===== config.mk =====
export PLATFORM = sky130hd
export DESIGN_NAME = keyfile_lockout_timer
export DESIGN_NICKNAME = d
export VERILOG_FILES = /design/src/rtl/keyfile_lockout_timer.sv
export SDC_FILE = /design/constraint.sdc
export NUM_CORES = 1
export LEC_CHECK = 0
export CAP_MARGIN = 40
export CORE_UTILIZATION = 50
export DETAILED_ROUTE_END_ITERATION = 7
export PLACE_DENSITY = 0.8
export SLEW_MARGIN = 5
export SYNTH_ARGS = -nofsm -noshare
export SYNTH_HDL_FRONTEND = slang
export SYNTH_SLANG_ARGS = --single-unit

===== constraint.sdc =====
create_clock -name mclk -period 4.2 [get_ports mclk]
set_input_delay 0.42 -clock mclk [delete_from_list [all_inputs] [get_ports mclk]]
set_output_delay 0.42 -clock mclk [all_outputs]
set_load 0.05 [all_outputs]

===== src/rtl/keyfile_lockout_timer.sv =====
// Consecutive-failure counter and SMCLK-timed lockout window.
module keyfile_lockout_timer #(
  parameter int          MAX_FAILS  = 3,
  parameter logic [15:0] LOCK_TICKS = 16'd1000
) (
  input  logic        mclk,
  input  logic        puc_rst_n,
  input  logic        fail_i,
  input  logic        pass_i,
  input  logic        smclk_en,
  output logic [3:0]  fail_cnt_o,
  output logic [15:0] lock_cnt_o,
  output logic        locked_o
);

  logic [3:0]  fail_cnt_q, fail_cnt_d;
  logic [15:0] lock_cnt_q, lock_cnt_d;
  logic        locked_q, locked_d;

  always_comb begin
    fail_cnt_d = fail_cnt_q;
    lock_cnt_d = lock_cnt_q;
    locked_d   = locked_q;
    if (locked_q && smclk_en) begin
      lock_cnt_d = lock_cnt_q - 16'd1;
      if (lock_cnt_q == 16'd1) begin
        locked_d   = 1'b0;
        fail_cnt_d = 4'd0;
      end
    end
    if (pass_i) begin
      fail_cnt_d = 4'd0;
    end else if (fail_i) begin
      if (fail_cnt_q + 4'd1 == 4'(MAX_FAILS)) begin
        locked_d   = 1'b1;
        lock_cnt_d = LOCK_TICKS;
        fail_cnt_d = 4'(MAX_FAILS);
      end else begin
        fail_cnt_d = fail_cnt_q + 4'd1;
      end
    end
  end

  always_ff @(posedge mclk or negedge puc_rst_n) begin
    if (!puc_rst_n) begin
      fail_cnt_q <= 4'd0;
      lock_cnt_q <= 16'd0;
      locked_q   <= 1'b0;
    end else begin
      fail_cnt_q <= fail_cnt_d;
      lock_cnt_q <= lock_cnt_d;
      locked_q   <= locked_d;
    end
  end

  assign fail_cnt_o = fail_cnt_q;
  assign lock_cnt_o = lock_cnt_q;
  assign locked_o   = locked_q;

endmodule


### Yosys cells after proc, flatten, opt, wreduce, memory -nomap -nowiden

Index checks and enable logic that the tools add are counted.

| storage, ports and cells | value |
|---|---|
| register bits after elaboration | 21 |
| bits of input ports | 5 |
| output and inout port bits | 21 |

| cells by class | value |
|---|---|
| add/subtract/negate cells | 2 |
| eq/ne operators | 2 |
| mux-type cells | 14 |
| reductions and logical operators | 4 |

Operator list:

| operator | count |
|---|---|
| 2-to-1 mux 16 bit | 4 |
| 2-to-1 mux 4 bit | 5 |
| == test 16 x 1 -> 1 bit, second input constant | 1 |
| subtractor 16 x 1 -> 16 bit, second input constant | 1 |
| nonzero test 3 bit | 2 |
| 2-to-1 mux 1 bit | 5 |
| adder 4 x 1 -> 4 bit, second input constant | 1 |
| == test 4 x 2 -> 1 bit, second input constant | 1 |
| AND reduction 2 bit | 1 |
| logical AND 1 bit | 1 |

### Longest topological paths before layout

Gate-level depths: netlist of run 1.

| logic depth | value |
|---|---|
| word-level depth | 6 |
| depth in mapped cells | 6 |
| depth with buffers taken out | 6 |

### Worst setup path after synthesis of run 1

OpenSTA, ideal clock, no wires.

| timing | value |
|---|---|
| path kind | flip-flop to flip-flop |
| start point | register lock_cnt_q[9], in the netlist lock_cnt_o[9] |
| end point | register lock_cnt_q[13], in the netlist lock_cnt_o[13] |
| library setup time | 0.078 ns |
| data arrival time | 2.113 ns |
| slack | 2.009 ns |
| cell stages (with the launch flop) | 5 |
| path through | dfrtp_1 > or4_4 > or3_4 > or4_1 > a21oi_1 |

| between the ends | value |
|---|---|
| cells in the longest elaborated chain, start to end | 5 |

Ends and longest elaborated chain:

| what | RTL line | RTL |
|---|---|---|
| start, declared | 17 | `logic [15:0] lock_cnt_q, lock_cnt_d;` |
| start signal, assigned | 51 | `lock_cnt_q <= lock_cnt_d;` |
| subtractor 16 x 1 -> 16 bit (*) | 25 | `lock_cnt_d = lock_cnt_q - 16'd1;` |
| 2-to-1 mux 16 bit (*) | 24 | `if (locked_q && smclk_en) begin` |
| 2-to-1 mux 16 bit | 34 | `if (fail_cnt_q + 4'd1 == 4'(MAX_FAILS)) begin` |
| 2-to-1 mux 16 bit | 33 | `end else if (fail_i) begin` |
| 2-to-1 mux 16 bit (*) | 31 | `if (pass_i) begin` |
| via lock_cnt_d[13] | 17 |  |

Mark *: on every way through the listed nets, which the timed path passes. The rest lies on a longest branch.
A chain may end at the register's enable or synchronous reset.

### Worst setup path in the final report of run 1

| timing | value |
|---|---|
| start point | register lock_cnt_q[4], in the netlist lock_cnt_o[4] |
| end point | register lock_cnt_q[15], in the netlist lock_cnt_o[15] |

The elaborated chain is that of the path after synthesis.

==> out/metrics.cfg, run 1 <==
[status]
status = finished clean

[die]
floorplan.core_area_um2 = 2040
dieWidth_um = 49.7
chipHeight_um = 49.7
total_die_area_um2 = 2470
io-pin-count = 26
initial_core_util_pct = 55.8
placementRows = 16

[global_route]
combined_global_route_utilization_of_all_metal_layers_pct = 22.6
global_route.overflow_total = 0
first_global_vias = 882
grt_start_max_net_pins = 15
antenna_violations_before_repair = 0
wire_length_of_the_first_global_routing_pass_um = 4240

[timing]
hold_violations = 0
timing.clock.skew_ps = 3.62
timing.final.setup_violations = 0
grt_setup_unrepaired = false
clock.fmax_mhz = 483
timing_max_transition_violations_final = 0
tightestPinTransition_ps = 546
slew_headroom_pct = 63.2
min_period_over_period_pct = 49.3
setup_tns_ps = 0
finalCriticalPeriod_ps = 2070

[clocking]
clk-insertion-delay-late_ps = 290
clk_pin_slew_ps = 110
tritoncts.num_buffers = 3
h_tree_levels = 1
clock_tree.root_cell = clkbuf_4
cts.sink_count = 21
clockBufferDepth = 2
post_cts_resized = 0
cts_tree = yes
post_cts_buffers = 0
cts-hold-fix-buffers = 0

[yosys]
synthXorXnorAreaFrac_pct = 9.99
dominant_combinational_cell_family_by_area_after_synthesis = simple AND/OR/NAND/NOR gates
synth_async_sr_flop_share_pct = 100
synthesis.area_per_instance_um2 = 9.42
synth.area.top_cells = dfrtp_1 46%, xnor2_1 7.7%, nand2_1 4.9%
post_synth_and_or_nand_nor_area_fraction_pct = 28.8
post_synth_inst_count = 121
proportion_of_synthesized_area_in_mux_cells_pct = 0
postSynth.topFlopCell = dfrtp_1
synthDominantAreaCellType = dfrtp_1
synthTopCellsByCount = 21 x dfrtp_1, 15 x nand2_1, 13 x nor2_1
synth.top_cell.area_share_pct = 46.1
ys_types = 31
synthAdderAreaFrac_pct = 4.39
yosys.cell_count.top_type = dfrtp_1
synthesis.area_um2 = 1140
synth_enable_flop_cells = 0
number_of_warnings_printed_during_yosys_synthesis = 0
synth_compound_area_share_pct = 8.78
ys_seq_elements = 21
synth_nets = 130
ys_seq_area_share_pct = 46.1

[routing]
drtIter0Drc = 11
drc_errors = 0
ant_nets = 0
num_vias = 980
route.detailed.vias_per_inst = 5.57
route.final.wire_length_um = 2480
detail_route.wl_per_cell_um = 14.1
drtPass1Iterations = 4

[place]
dp_hpwl_um = 1960
gp_congestion = 0.866
io_buffer_count = 25

[power]
p_leak_nw = 0.594
cell_internal_pwr_mw = 0.519
p_total_mw = 1.06
power.switching_mw = 0.540
clock_power_share_pct = 8.8
swShare_pct = 51.0
ir_worst_vdd_uv = 493
power.density_nw_per_um2 = 726
power.share.sequential_pct = 35.9
combPwrFrac_pct = 55.3

[finish]
antenna_cells = 0
drive_above_1_share_pct = 4.03
final_core_utilization_pct = 71.4
final_net_count = 159
area_growth_pct = 27.9

[flow_run]
maxCapViolations = 0

[critical_path]
crit_path_end_kind = flop
crit_arrival_ps = 2280
critical_path_peak_fanout = 6
setup.worst_path.start_class = flop
worstPathRequired_ps = 4420
type_of_the_worst_setup_path = flop to flop

[min_path]
min_path_type = input port to async pin

## path summary, 6_finish.rpt
path	startpoint	slack, ps	cells past startpoint	to
max	lock_cnt_o[4]	2130	4	lock_cnt_o[15]
min	puc_rst_n	410	1	lock_cnt_o[6]
max reg2reg	lock_cnt_o[4]	2130	4	lock_cnt_o[15]
min reg2reg	lock_cnt_o[15]	580	2	lock_cnt_o[15]
max in group asynchronous	puc_rst_n	3370	2	lock_cnt_o[3]
min in group mclk	lock_cnt_o[15]	580	2	lock_cnt_o[15]
## cells in the final DEF (no fill, tap or decap), types with 2 or more instances in the layout
cell / n
clkdlybuf4s50_1: 25
dfrtp_1: 21
nand2_1: 15
nor2_1: 13
xnor2_1: 10
nor4_1: 7
a21oi_1: 5
inv_1: 4
nor3_1: 4
ha_1: 4
o31ai_1: 3
nor2b_1: 3
xor2_1: 3
or4_1: 3
o21ai_0: 3
nand3_1: 3
clkbuf_4: 3
or3_1: 2
and3_1: 2
o22ai_1: 2
## flip-flops by register name, summed over array words and instances (netlist names)
name	count
lock_cnt_o	16
locked_o	1
fail_cnt_o	4
## power groups by stage
stage	clock network [mW]	logic [mW]	registers [mW]
after global placement	0	0.577	0.375
after global routing	0.104	0.618	0.393
final	0.0930	0.586	0.380
after detailed placement	0	0.587	0.381
after floorplan	0	0.156	0.610
after CTS	0.0978	0.588	0.378
## worst max-delay path: stages, from the launching register on
cell	delay (ps)
dfrtp_1	460
or4_1	650
or2_1	310
or4_1	400
a21oi_1	170
## stage by stage
stage,std cells,instance area [um2],setup WS [ps],hold slack [ps]
6_report,176,1460,2130,413
5_1_grt,176,1460,2010,431
4_1_cts,176,1460,2130,409
3_5_place_dp,172,1430,1970,567
3_3_place_gp,171,1420,2090,552
2_1_floorplan,121,1140,2010,124
## cells by family (layout without fill, tap and decap cells)
kind of cell             after synthesis  after routing
AO/OA/AOI/OAI                         16             16
XOR/XNOR                              13             13
adder cells (fa/ha/maj)                4              4
buffers and inverters                  6             34
flip-flops                            21             21
AND/OR/NAND/NOR                       61             61
## metal layers
metal | wire (um) | vias to the layer above | part of all wire [%] | global-route usage (%)
met5 | 0 | - | 0 | 0
met4 | 13 | 0 | 0.52 | 7.14
met3 | 85 | 2 | 3.4 | 1.85
met2 | 1160 | 23 | 47 | 34.2
met1 | 1220 | 468 | 49 | 34.1
li1 | - | 487 | - | -
## final cells by class
class,count,area [um2]
Tap cell,27,33.8
Timing Repair Buffer,26,265
Fill cell,181,584
Multi-Input combinational cell,94,592
Clock buffer,4,26.3
Inverter,4,15.0
Sequential cell,21,526
(Power assumes the default switching activity.)
==> inputs of run 2 (changes only) <==
--- a/config.mk
+++ b/config.mk
@@ -6,9 +6,9 @@
 export NUM_CORES = 1
 export LEC_CHECK = 0
 export CAP_MARGIN = 40
-export CORE_UTILIZATION = 50
+export CORE_UTILIZATION = 44
 export DETAILED_ROUTE_END_ITERATION = 7
-export PLACE_DENSITY = 0.8
+export PLACE_DENSITY = 0.74
 export SLEW_MARGIN = 5
 export SYNTH_ARGS = -nofsm -noshare
 export SYNTH_HDL_FRONTEND = slang
==> constraint.sdc (replaced) <==
create_clock -name mclk -period 1.9 [get_ports mclk]
set_input_delay 0.19 -clock mclk [delete_from_list [all_inputs] [get_ports mclk]]
set_output_delay 0.19 -clock mclk [all_outputs]
set_load 0.05 [all_outputs]
==> run 2 against run 1 <==
- the flow now finishes with violations (negative setup slack)
- clock skew is 2.3 ps lower
- worst setup slack worse by 2200 ps
- wire length up 8.3%
- clock power up 140%
- sequential share of layout area down 3.3 points
- cell count up 12%
- largest cell class unchanged
- highest routed layer unchanged
- power rose by 140%
- first-iteration DRC count up 18%
- register-to-register slack worse by 2200 ps
- fmax up 6.8%
- final area rose by 12%
- largest power group unchanged
- sequential cell count is the same
==> out/metrics.cfg, run 2 (synthesized netlist as in run 1, its figures left out) <==
[clocking]
clk-insertion-delay-late_ps = 300
cts.sink_count = 21
h_tree_levels = 1
cts_tree = yes
clk_pin_slew_ps = 120
tritoncts.num_buffers = 3
cts-hold-fix-buffers = 0
clock_tree.root_cell = clkbuf_4
clockBufferDepth = 2

[finish]
multiInputGateArea_um2 = 617
final_net_count = 177
seq_area_um2 = 536
final.fill_count = 211
finish.instance_area_um2 = 1630
area_growth_pct = 43.2
layout.cells.most_common = clkdlybuf4s50_1
antenna_cells = 0
drive_above_1_share_pct = 23.4
largest_register_ff_count = 16
final_cell_mix = 22 x clkdlybuf4s50_1, 19 x buf_4, 15 x nand2_1, 13 x nor2_1, 13 x dfrtp_1

[timing]
hold_violations = 0
clock.fmax_mhz = 516
fin_ws_ps = -36.7
finalCriticalPeriod_ps = 1940
grt_setup_unrepaired = true
min_period_over_period_pct = 102
tightestPinTransition_ps = 511
timing.clock.skew_ps = 1.35
timing_max_transition_violations_final = 0
slew_headroom_pct = 65.9
timing.final.setup_violations = 1

[die]
initial_core_util_pct = 46.4
io-pin-count = 26
placementRows = 18
chipHeight_um = 52.9
floorplan.core_area_um2 = 2450
total_die_area_um2 = 2800
dieWidth_um = 52.9

[global_route]
combined_global_route_utilization_of_all_metal_layers_pct = 21.3
global_route.overflow_total = 0
antenna_violations_before_repair = 0
grt_start_max_net_pins = 22
first_global_vias = 981
wire_length_of_the_first_global_routing_pass_um = 4350

[routing]
route.detailed.vias_per_inst = 5.32
detail_route.wl_per_cell_um = 13.6
drtIter0Drc = 13
drtPass1Iterations = 4
drc_errors = 0
route.final.wire_length_um = 2680
ant_nets = 0
num_vias = 1049

[power]
p_total_mw = 2.57
power.density_nw_per_um2 = 1580
ir_worst_vdd_uv = 987
p_leak_nw = 0.704

[place]
gp_congestion = 0.740
io_buffer_count = 25
total_cell_area_at_the_placement_stage_um2 = 1560
dp_hpwl_um = 2000

[critical_path]
crit_path_end_kind = flop
crit_startpoint = lock_cnt_o[6]
critical_path_peak_fanout = 4
r2r_start = lock_cnt_o[6]
setup.worst_path.start_class = flop
crit_arrival_ps = 2180
type_of_the_worst_setup_path = flop to flop
worstPathRequired_ps = 2140

[min_path]
min_path_type = input port to async pin

[flow_run]
maxCapViolations = 0

[status]
violations = negative setup slack
status = finished with violations

==> run 2: changes by cell type in the layout (fill, tap and decap cells not counted), sizes merged <==
cell | previous run | this run
clkbuf | 4 | 3
clkdlybuf4s50 | 25 | 22
dlymetal6s2s | 0 | 3
clkinv | 0 | 1
buf | 1 | 19
==> run 2: repair_timing <==
| action | in CTS | in global routing |
|---|---|---|
| setup endpoints to repair | 1 | 13 |
| resized for setup | 0 | 9 |
| setup buffers | 0 | 2 |
| pin swaps | 2 | 1 |
==> run 2: where the power goes <==
group / internal (mW) / switching (mW) / total [mW]
sequential: 0.615 / 0.179 / 0.794
clock: 0.0784 / 0.140 / 0.219
combinational: 0.619 / 0.943 / 1.56
==> run 2: path summary, 6_finish.rpt <==
kind	end	slack, ps	cells after the start
min in group mclk	fail_cnt_o[0]	500	2
min	lock_cnt_o[12]	210	2
max reg2reg	lock_cnt_o[13]	-40	4
max in group asynchronous	lock_cnt_o[5]	1460	2
min reg2reg	lock_cnt_o[1]	610	2
max	lock_cnt_o[13]	-40	4
==> run 2: critical path, stage by stage, from the launching register on <==
cell and delay [ps]:
dfrtp_2 420, or4_4 540, or3_4 360, or4_4 430, a21oi_2 130
==> run 2: metrics by stage <==
step | hold slack, ps | utilization, % | std cells | setup slack (ps) | setup TNS, ps
final | 209 | 66.5 | 197 | -36.7 | -36.7
after global routing | 229 | 66.5 | 197 | -88.5 | -115
after CTS | 214 | 64.6 | 195 | -44.9 | -44.9
after detailed placement | 555 | 63.5 | 191 | -54.1 | -54.1
after global placement | 536 | 63.5 | 191 | -13.2 | -13.2
after floorplan | -106 | - | 121 | -188 | -394
==> run 2: metal layers <==
| metal | track usage [%] | routed length [um] |
|---|---|---|
| met5 | 0 | 0 |
| met4 | 5.26 | 12 |
| met3 | 2.59 | 75 |
| met2 | 39.7 | 1470 |
| met1 | 25.5 | 1130 |
==> run 2: cell type report <==
class / count / share of cell area (%)
Clock buffer: 3 / 1.38
Multi-Input combinational cell: 94 / 37.8
Inverter: 4 / 0.920
Sequential cell: 21 / 32.8
Tap cell: 30 / 2.30
Clock inverter: 1 / 0.307
Timing Repair Buffer: 44 / 24.5
==> inputs of run 3 (changes only) <==
--- a/config.mk
+++ b/config.mk
@@ -5,7 +5,7 @@
 export SDC_FILE = /design/constraint.sdc
 export NUM_CORES = 1
 export LEC_CHECK = 0
-export CAP_MARGIN = 40
+export CAP_MARGIN = 20
 export CORE_UTILIZATION = 44
 export DETAILED_ROUTE_END_ITERATION = 7
 export PLACE_DENSITY = 0.74
==> constraint.sdc (replaced) <==
create_clock -name mclk -period 1.9 [get_ports mclk]
set_input_delay 0.57 -clock mclk [delete_from_list [all_inputs] [get_ports mclk]]
set_output_delay 0.57 -clock mclk [all_outputs]
set_load 0.05 [all_outputs]
==> run 3 against run 2 <==
- the flow still finishes with violations (negative setup slack)
- clock power is 2% lower
- die area is the same
- combinational power grew 17%
- wire length increased by 1.7%
- final area increased by 8.1%
- power rose by 8.5%
- cell count grew 3.0%
- clock skew is 3.8 ps higher
- first-iteration DRC count fell by 7.7%
- critical endpoint unchanged
==> out/metrics.cfg, run 3 (synthesized netlist as in run 1, its figures left out) <==
[critical_path]
r2r-end = lock_cnt_o[13]
crit_arrival_ps = 2220
setup.worst_path.start_class = flop
type_of_the_worst_setup_path = flop to flop
r2r.worst_path.cells = 4
most_used_cell_cp = or4_4
worstPathRequired_ps = 2140
worst_r2r_setup_slack_ps = -70
crit_path_end_kind = flop
critical_path_peak_fanout = 4
cp_slowest_cell = or4_4
cp_cell_sequence = or4_4, or3_4, or4_4, a21oi_2
r2r_start = lock_cnt_o[6]
max_stage_delay_ps = 540

[min_path]
hold-path-endpoint = lock_cnt_o[15]
holdCritStartpoint = lock_cnt_o[15]
hold_path_depth = 2
min_path_type = flop to flop

[timing]
timing.final.setup_violations = 1
grt_setup_unrepaired = true
setup_tns_ps = -72.2
timing.clock.skew_ps = 5.17
slew_headroom_pct = 69.8
timing_max_transition_violations_final = 0
clock.fmax_mhz = 507
hold_violations = 0
min_period_over_period_pct = 104
finalCriticalPeriod_ps = 1970
fin_ws_ps = -72.2
tightestPinTransition_ps = 449

[power]
combPwrFrac_pct = 65.1
p_total_mw = 2.79
cell_internal_pwr_mw = 1.47
ir_worst_vdd_uv = 1180
swShare_pct = 47.3
clock_power_share_pct = 7.7
power.share.sequential_pct = 27.2
power.density_nw_per_um2 = 1580
power.switching_mw = 1.32
p_leak_nw = 0.771

[global_route]
antenna_violations_before_repair = 0
global_route.overflow_total = 0
grt_util_met3_pct = 5.46
global_route.peak_usage_layer = met2
fraction_of_met1_tracks_used_by_global_routing_pct = 23.5
grt_start_max_net_pins = 22
combined_global_route_utilization_of_all_metal_layers_pct = 22.5
grt.met2_usage_pct = 40.5
first_global_vias = 1060
wire_length_of_the_first_global_routing_pass_um = 4460

[clocking]
post_cts_buffers = 0
h_tree_levels = 1
clockBufferDepth = 2
tritoncts.num_buffers = 3
clock_tree.root_cell = clkbuf_4
clk-insertion-delay-late_ps = 300
cts.sink_count = 21
cts-hold-fix-buffers = 0
clk_pin_slew_ps = 120
cts_tree = yes

[finish]
final_cell_mix = 35 x buf_4, 15 x nand2_1, 13 x nor2_1, 13 x dfrtp_1, 11 x buf_12
final_net_count = 183
drive_above_1_share_pct = 38.2
final.fill_count = 177
antenna_cells = 0
layout.cells.most_common = buf_4
largest_register_ff_count = 16
area_growth_pct = 54.9

[die]
floorplan.core_area_um2 = 2450
chipHeight_um = 52.9
io-pin-count = 26
total_die_area_um2 = 2800
placementRows = 18
dieWidth_um = 52.9
initial_core_util_pct = 46.4

[routing]
detail_route.wl_per_cell_um = 13.4
drtIter0Drc = 12
ant_nets = 0
route.final.wire_length_um = 2730
drc_errors = 0
route.detailed.vias_per_inst = 5.41
drtPass1Iterations = 4
num_vias = 1099

[status]
violations = negative setup slack
status = finished with violations

[place]
io_buffer_count = 25
dp_hpwl_um = 2090
gp_congestion = 0.785
place_worst_setup_slack_ps = -253

[flow_run]
maxCapViolations = 0

==> run 3: timing repair <==
item	in CTS	in global routing
endpoints found under the hold margin	0	0
pin swaps	2	1
endpoints found under the setup margin	2	9
resized for setup	1	7
==> run 3: layout make-up <==
type / instances / area, um2 / share of cell area, %
multi-input cells: 94 / 628 / 35.6
flip-flops and latches: 21 / 536 / 30.3
repair buffers: 50 / 523 / 29.6
well taps: 30 / 37.5 / 2.13
clock buffers: 4 / 26.3 / 1.49
inverters: 4 / 15.0 / 0.850
==> run 3: metal layers <==
metal  part of all wire [%]  up-vias  wire length (um)
li1                       -      535                 -
met1                     40      531              1090
met2                     55       26              1500
met3                    3.8        7               103
met4                    1.4        0                39
met5                      0        -                 0
==> run 3: worst max-delay path by stage <==
stage | start | end | slack, ps | cells after the start
after floorplan | lock_cnt_o[2] | lock_cnt_o[13] | -190 | 5
after global placement | smclk_en | lock_cnt_o[13] | -170 | 5
after detailed placement | smclk_en | lock_cnt_o[13] | -250 | 5
after CTS | lock_cnt_o[6] | lock_cnt_o[13] | -100 | 4
after global routing | lock_cnt_o[6] | lock_cnt_o[13] | -110 | 4
final | lock_cnt_o[6] | lock_cnt_o[13] | -70 | 4
==> run 3: metrics by stage <==
stage,hold slack (ps),std cells,util [%],cell area (um2)
final,591,203,71.9,1770
after global routing,607,203,71.9,1770
after CTS,592,203,70.7,1740
after detailed placement,564,199,69.4,1700
after global placement,561,199,69.4,1700
after floorplan,274,121,-,1150
==> run 3: power by group through the flow <==
stage	Sequential [mW]	Combinational, mW	Clock (mW)
after floorplan	1.36	0.349	0
after global placement	0.752	1.75	0
after detailed placement	0.763	1.78	0
after CTS	0.755	1.79	0.222
after global routing	0.782	1.91	0.244
final	0.760	1.82	0.215
==> run 3: worst max-delay path: cells and delay by family (launching register included) <==
| family | cells | cell delay (ps) |
|---|---|---|
| flip-flops | 1 | 430 |
| AO/OA/AOI/OAI | 1 | 120 |
| AND/OR/NAND/NOR | 3 | 1360 |
